<file path="src/rtl/timer_counter_dev.sv">
// Memory-mapped 32-bit down-counting timer behind the TC bridge window.
// CTRL/PRESET are CPU-writable, COUNT is read-only, and IRQ is a level output gated by CTRL.IM.
module timer_counter_dev #(
  parameter int DATA_W = 32
) (
  input  logic              clk,
  input  logic              reset,
  input  logic              We,
  input  logic [1:0]        Addr,
  input  logic [DATA_W-1:0] WD,
  output logic [DATA_W-1:0] RD,
  output logic              IRQ
);

  localparam logic [1:0] ADDR_CTRL   = 2'd0;
  localparam logic [1:0] ADDR_PRESET = 2'd1;
  localparam logic [1:0] ADDR_COUNT  = 2'd2;

  localparam logic [1:0] MODE_AUTO   = 2'b01;

  localparam logic [DATA_W-1:0] CNT_ONE  = {{(DATA_W-1){1'b0}}, 1'b1};
  localparam logic [DATA_W-1:0] CNT_ZERO = '0;

  typedef enum logic [1:0] {
    ST_IDLE = 2'd0,
    ST_LOAD = 2'd1,
    ST_CNT  = 2'd2,
    ST_INT  = 2'd3
  } tc_state_e;

  tc_state_e         state_q, state_d;
  logic [DATA_W-1:0] count_q, count_d;
  logic [DATA_W-1:0] preset_q, preset_d;
  logic              en_q, en_d;
  logic [1:0]        mode_q, mode_d;
  logic              im_q, im_d;
  logic              irq_pending_q, irq_pending_d;
  logic              irq_pulse_q, irq_pulse_d;

  logic              ctrl_wr;
  logic              preset_wr;
  logic              int_fire;
  logic              auto_mode;

  assign ctrl_wr   = We && (Addr == ADDR_CTRL);
  assign preset_wr = We && (Addr == ADDR_PRESET);
  assign auto_mode = (mode_q == MODE_AUTO);

  // Counter FSM: the reload always passes through IDLE -> LOAD, which gives the N+3 period.
  always_comb begin
    state_d  = state_q;
    count_d  = count_q;
    int_fire = 1'b0;
    case (state_q)
      ST_IDLE: begin
        if (en_q) state_d = ST_LOAD;
      end
      ST_LOAD: begin
        count_d = preset_q;
        state_d = ST_CNT;
      end
      ST_CNT: begin
        if (!en_q) begin
          state_d = ST_IDLE;
        end else if (count_q <= CNT_ONE) begin
          count_d = CNT_ZERO;
          state_d = ST_INT;
        end else begin
          count_d = count_q - CNT_ONE;
        end
      end
      ST_INT: begin
        int_fire = 1'b1;
        state_d  = ST_IDLE;
      end
      default: begin
        state_d = ST_IDLE;
      end
    endcase
  end

  // A CPU CTRL write overrides the one-shot Enable clear that happens on the same edge.
  always_comb begin
    en_d   = en_q;
    mode_d = mode_q;
    im_d   = im_q;
    if (int_fire && !auto_mode) en_d = 1'b0;
    if (ctrl_wr) begin
      en_d   = WD[0];
      mode_d = WD[2:1];
      im_d   = WD[3];
    end
  end

  always_comb begin
    preset_d = preset_q;
    if (preset_wr) preset_d = WD;
  end

  // Expiry sets pending even when a CTRL write lands on the same edge.
  always_comb begin
    irq_pending_d = irq_pending_q;
    irq_pulse_d   = irq_pulse_q;
    if (irq_pulse_q) begin
      irq_pending_d = 1'b0;
      irq_pulse_d   = 1'b0;
    end
    if (ctrl_wr) begin
      irq_pending_d = 1'b0;
      irq_pulse_d   = 1'b0;
    end
    if (int_fire) begin
      irq_pending_d = 1'b1;
      irq_pulse_d   = auto_mode;
    end
  end

  always_ff @(posedge clk) begin
    if (reset) begin
      state_q       <= ST_IDLE;
      count_q       <= '0;
      preset_q      <= '0;
      en_q          <= 1'b0;
      mode_q        <= 2'b00;
      im_q          <= 1'b0;
      irq_pending_q <= 1'b0;
      irq_pulse_q   <= 1'b0;
    end else begin
      state_q       <= state_d;
      count_q       <= count_d;
      preset_q      <= preset_d;
      en_q          <= en_d;
      mode_q        <= mode_d;
      im_q          <= im_d;
      irq_pending_q <= irq_pending_d;
      irq_pulse_q   <= irq_pulse_d;
    end
  end

  always_comb begin
    RD = '0;
    case (Addr)
      ADDR_CTRL:   RD = {{(DATA_W-4){1'b0}}, im_q, mode_q, en_q};
      ADDR_PRESET: RD = preset_q;
      ADDR_COUNT:  RD = count_q;
      default:     RD = '0;
    endcase
  end

  assign IRQ = irq_pending_q & im_q;

endmodule

</file>
<file path="config.mk">
export PLATFORM = sky130hd
export DESIGN_NAME = timer_counter_dev
export DESIGN_NICKNAME = d
export VERILOG_FILES = /design/src/rtl/timer_counter_dev.sv
export SDC_FILE = /design/constraint.sdc
export NUM_CORES = 1
export LEC_CHECK = 0
export CELL_PAD_IN_SITES_DETAIL_PLACEMENT = 0
export CELL_PAD_IN_SITES_GLOBAL_PLACEMENT = 1
export CORE_MARGIN = 2
export CORE_UTILIZATION = 40
export CTS_BUF_LIST = sky130_fd_sc_hd__clkbuf_4 sky130_fd_sc_hd__clkbuf_8
export DETAILED_ROUTE_END_ITERATION = 7
export HOLD_SLACK_MARGIN = 0.06
export MAX_ROUTING_LAYER = met4
export PLACE_DENSITY_LB_ADDON = 0.3
export SYNTH_ARGS = -nofsm -noshare
export SYNTH_HDL_FRONTEND = slang
export SYNTH_SLANG_ARGS = --single-unit
</file>
<file path="constraint.sdc">
create_clock -name clk -period 3.7 [get_ports clk]
set_input_delay 1.11 -clock clk [delete_from_list [all_inputs] [get_ports clk]]
set_output_delay 1.11 -clock clk [all_outputs]
set_load 0.005 [all_outputs]
</file>
Yosys cells after proc, flatten, opt, wreduce, memory -nomap -nowiden

Index checks and enable logic that the tools add are counted.

Add/subtract/negate cells: 1
$mul: 0
Divide/modulo/power cells: 0
$lt $le $gt $ge: 1
Equality and inequality tests: 9
Shift-type cells: 0
Muxes and demuxes: 14
Bitwise gates (word level): 2
Reductions and logical operators: 12

Operators with widths:

| operator                | count |
|---|---|
| $pmux W32 S3            | 1 |
| $mux W32                | 2 |
| $pmux W32 S2            | 1 |
| $le A32 B1 Y1 const B   | 1 |
| $sub A32 B1 Y32 const B | 1 |
| $pmux W2 S4             | 1 |
| $eq A2 B1 Y1 const B    | 3 |
| $eq A2 B2 Y1 const B    | 3 |
| $mux W1                 | 6 |
| $mux W2                 | 3 |
| $logic_not A2 Y1        | 2 |
| $ne A2 B2 Y1 const B    | 2 |
| $reduce_and A2 Y1       | 2 |
| $reduce_bool A2 Y1      | 2 |
| $logic_and A1 B1 Y1     | 3 |
| $ne A3 B3 Y1 const B    | 1 |
| $reduce_bool A3 Y1      | 1 |
| $reduce_or A2 Y1        | 1 |
| $and A1 B1 Y1           | 1 |
| $logic_not A1 Y1        | 1 |
| $not A1 Y1              | 1 |

Register bits after elaboration: 72
Latch bits: 0
RAM bits: 0
Memory bits (read-only): 0
Input port bits: 37
Output and inout bits: 33
Logic and storage cells: 47
Memories: 0

Logic depth before layout (Yosys ltp)

Word-level depth: 5
Mapped depth: 8
Depth with buffers taken out: 7

Worst setup path before layout

OpenSTA, ideal clock, no wires.

Path type: input-to-output
Start point: input Addr[0]
End point: output RD[13]
Data arrival time: 2.346 ns
Required time: 2.590 ns
Path slack: 0.244 ns
Stages on the path: 5
Buffers on the path: 3
Path through: clkbuf_1 nor2b_1 clkbuf_1 buf_1 a22o_1

Longest elaborated chain between the ends: 2
Elaborated cells between the ends (all ways): 4
Classes of those cells: eq/ne: 2; mux: 1; reduce/logical: 1

RTL lines:

| item                                       | RTL line | source |
|---|---|---|
| start, declared                            | 9        | `input logic [1:0] Addr,` |
| $eq A2 B2 Y1, or another cell as far along | 142      | `case (Addr)` |
| $pmux W32 S3 *                             | 142      |  |
| end, declared                              | 11       | `output logic [DATA_W-1:0] RD,` |

Mark *: on every way between the ends. The rest lies on a longest branch, timed or not.

Worst setup path after layout

Start point: input Addr[1]
End point: output RD[9]

Same word-level chain as after synthesis.

==> flow_metrics.env <==
export IMPL_ir_drop_mv=0.2097
export IMPL_area_growth_pct=32.27
export IMPL_yosysWarnings=0
export IMPL_seq_area_um2=1441
export IMPL_antenna_found_initial=0
export IMPL_outcome="finished, final reports clean"
export IMPL_clkSinkCount=72
export IMPL_diodes=0
export IMPL_cts_tree="done"
export IMPL_wl_per_cell_um=18.36
export IMPL_synth_top_area_frac=0.3691
export IMPL_routed_wirelength_mm=12.96
export IMPL_p_per_area_nw_per_um2=331.9
export IMPL_fin_worst_skew_ns=0.006226
export IMPL_combPwrFrac=0.134
export IMPL_final_layout_size_suffix_gt1_frac=0.09599
export IMPL_synth_top_cell_by_area="dfxtp_1"
export IMPL_cts_buffers=9
export IMPL_setup_viol_count_final=0
export IMPL_hpwlAfterDp_mm=8.163
export IMPL_swShare=0.2656
export IMPL_cp_slowest_cell="clkdlybuf4s50_1"
export IMPL_path_max_fanout=4
export IMPL_use_met3=0.03390
export IMPL_internal_power_mw=1.259
export IMPL_met1_usage=0.3278
export IMPL_slew_violations=0
export IMPL_drc=0
export IMPL_die_h_um=102.8
export IMPL_num_rows=36
export IMPL_vias_per_cell=5.942
export IMPL_r2r_cells=6
export IMPL_grt_start_max_net_pins=41
export IMPL_post_route_cell_area_um2=5165
export IMPL_path_buf_inv=5
export IMPL_worstMarginPinSlew_ns=0.9511
export IMPL_fin_crit_sh=0.9930
export IMPL_top_usage_layer="met2"
export IMPL_async_reset_ff_frac=0
export IMPL_synth_edff_count=0
export IMPL_synth_area_um2=3905
export IMPL_vias=4195
export IMPL_placedCellCount=681
export IMPL_io_buffers=69
export IMPL_setup_tns_final_ns=0
export IMPL_fillers=948
export IMPL_start_util=0.4051
export IMPL_synthCells=504
export IMPL_pin_count=70
export IMPL_coreArea_um2=9639
export IMPL_path_cells="dlygate4sd2_1 -> buf_4 -> nor2b_4 -> buf_12 -> clkbuf_16 -> a22o_1 -> clkdlybuf4s50_1"
export IMPL_yosysUniqueCellTypes=51
export IMPL_ant_nets=0
export IMPL_cp_data_required_time_ns=2.59
export IMPL_syn_avg_cell_area_um2=7.748
export IMPL_clockBufferDepth=2
export IMPL_fin_cells=706
export IMPL_worst_setup_path_end_kind="output port"
export IMPL_cap_violations=0
export IMPL_power_share_clock=0.394
export IMPL_gr_total_overflow=0
export IMPL_p_leak_nw=2.264
export IMPL_cts_root_buf="clkbuf_8"
export IMPL_path_depth=7
export IMPL_clkTransAtPathRegs_ns=0.07
export IMPL_seq_area_frac_synth=0.3691
export IMPL_gr_usage_all_layers=0.2559
export IMPL_holdBufCountCts=0
export IMPL_met2_usage=0.4113
export IMPL_seq_power_share=0.472
export IMPL_worstPathArrival_ns=2.56
export IMPL_cts_htree_levels=3
export IMPL_hold_path_class="reg2reg"
export IMPL_slowest_delay_ns=0.49
export IMPL_multi_input_area_um2=2247
export IMPL_gp_congestion=0.8583
export IMPL_grt_pass1_vias=3869
export IMPL_die_area_um2=10570
export IMPL_cp_start_kind="primary input"
export IMPL_place_area_um2=4756
export IMPL_synthFlopType="dfxtp_1"
export IMPL_hold_slack_ns=0.4729
export IMPL_critPathTopFamily="buffers and inverters"
export IMPL_clk_latency_ns=0.36
export IMPL_nets=607
export IMPL_fmax_mhz=272.2
export IMPL_synth_area_top_cells="dfxtp_1, nand2_1, a21oi_1"
export IMPL_slew_headroom=0.3651
export IMPL_grt_pass1_wl_mm=20.27
export IMPL_hold_viol=0
export IMPL_dr_pass1_iters=4
export IMPL_fin_crit_ns=3.674
export IMPL_hold_depth=2
export IMPL_net_switching_power_mw=0.4554
export IMPL_synth_seq_cells=72
export IMPL_die_w_um=102.8
export IMPL_crit_type="in2out"
export IMPL_synth_nets=543
export IMPL_first_iter_violations=167
[worst register-to-register path: stages (launching register included)]
cell      delay, ns
dfxtp_1        0.40
or4_1          0.57
nor3_1         0.53
a31oi_2        0.40
buf_4          0.30
a221oi_1       0.30
a211oi_1       0.10
[cells in the mapped netlist, types with 12 or more instances]
cell type and n:
a21oi_1 51, a22o_1 28, a31oi_1 12, a32oi_1 16
clkbuf_1 41, dfxtp_1 72, inv_1 12, nand2_1 88
nor2_1 23, nor3_1 18, nor4_1 12, o21ai_0 20
[logic make-up (layout without fill, tap and decap cells)]
| logic type | after synthesis | after routing | synth area share |
|---|---|---|---|
| simple gates | 195 | 195 | 0.2426 |
| compound gates | 170 | 170 | 0.3012 |
| flops | 72 | 72 | 0.3691 |
| buf+inv | 57 | 126 | 0.06056 |
| mux | 7 | 7 | 0.01794 |
| fa+ha+maj | 2 | 2 | 0.006407 |
| xor+xnor | 1 | 1 | 0.002243 |
[stage by stage]
step | utilization | total power [mW] | setup WS [ns]
floorplan | - | 0.9350 | 0.2435
global placement | 0.4934 | 1.032 | -0.1782
detailed placement | 0.4934 | 1.035 | -0.2023
CTS | 0.5228 | 1.715 | 0.008858
global route | 0.5358 | 1.777 | -0.002361
finish | 0.5358 | 1.714 | 0.02607
[cells in the final DEF, fill, tap and decap left out, types with 5 or more instances in the layout]
cell type         n
buf_4            23
a21oi_1          50
dfxtp_1          72
nor4_1           12
mux2i_1           7
or3_1             7
nand3_1          10
nor2_1           23
nand2_1          88
dlymetal6s2s_1   25
a221oi_1          6
o32ai_1           5
nand2b_1          5
a22o_1           28
a32oi_1          16
clkbuf_8         11
o21ai_0          20
a31oi_1          11
a211oi_1          5
o31a_1            5
inv_1            12
nor3_1           18
clkdlybuf4s50_1  41
[per-layer routing]
| layer | wire length [µm] | vias up |
|---|---|---|
| met4 | 184 | 0 |
| met1 | 5906 | 2021 |
| met3 | 668 | 16 |
| li1 | - | 2017 |
| met2 | 6203 | 141 |
| met5 | 0 | - |
[layout make-up]
type                    instances  share of cell area
well taps                     133             0.03222
repair buffers                 98              0.2049
flip-flops and latches         72              0.2791
clock inverters                 3            0.007752
clock buffers                  13             0.03222
inverters                      12            0.008721
multi-input cells             375              0.4351
[path summary, 6_finish.rpt]
| path | from | endpoint | slack (ns) |
|---|---|---|---|
| setup / recovery | Addr[1] | RD[9] | 0.03 |
| hold reg to reg | preset_q[18] | preset_q[18] | 0.47 |
| hold / removal | preset_q[18] | preset_q[18] | 0.47 |
| setup reg to reg | count_q[25] | count_q[1] | 0.96 |
[sequential cells by signal, indices dropped and copies added, names as in the netlist]
signal / cells
count_q: 32
preset_q: 32
en_q: 1
irq_pending_q: 1
im_q: 1
state_q: 2
irq_pulse_q: 1
mode_q: 2
[repair_timing]
| item | 4_1_cts | 5_1_grt |
|---|---|---|
| endpoints found under the setup margin | 32 | 28 |
| setup buffers | 1 | 5 |
| gates resized for setup | 5 | 25 |
| gates cloned | 2 | 1 |
[power groups by stage]
stage	Clock (mW)	Combinational [mW]	Sequential (mW)
floorplan	0	0.116	0.819
global placement	0	0.205	0.826
detailed placement	0	0.208	0.826
CTS	0.685	0.221	0.808
global route	0.717	0.250	0.811
finish	0.676	0.230	0.809
(Power assumes the default switching activity.)
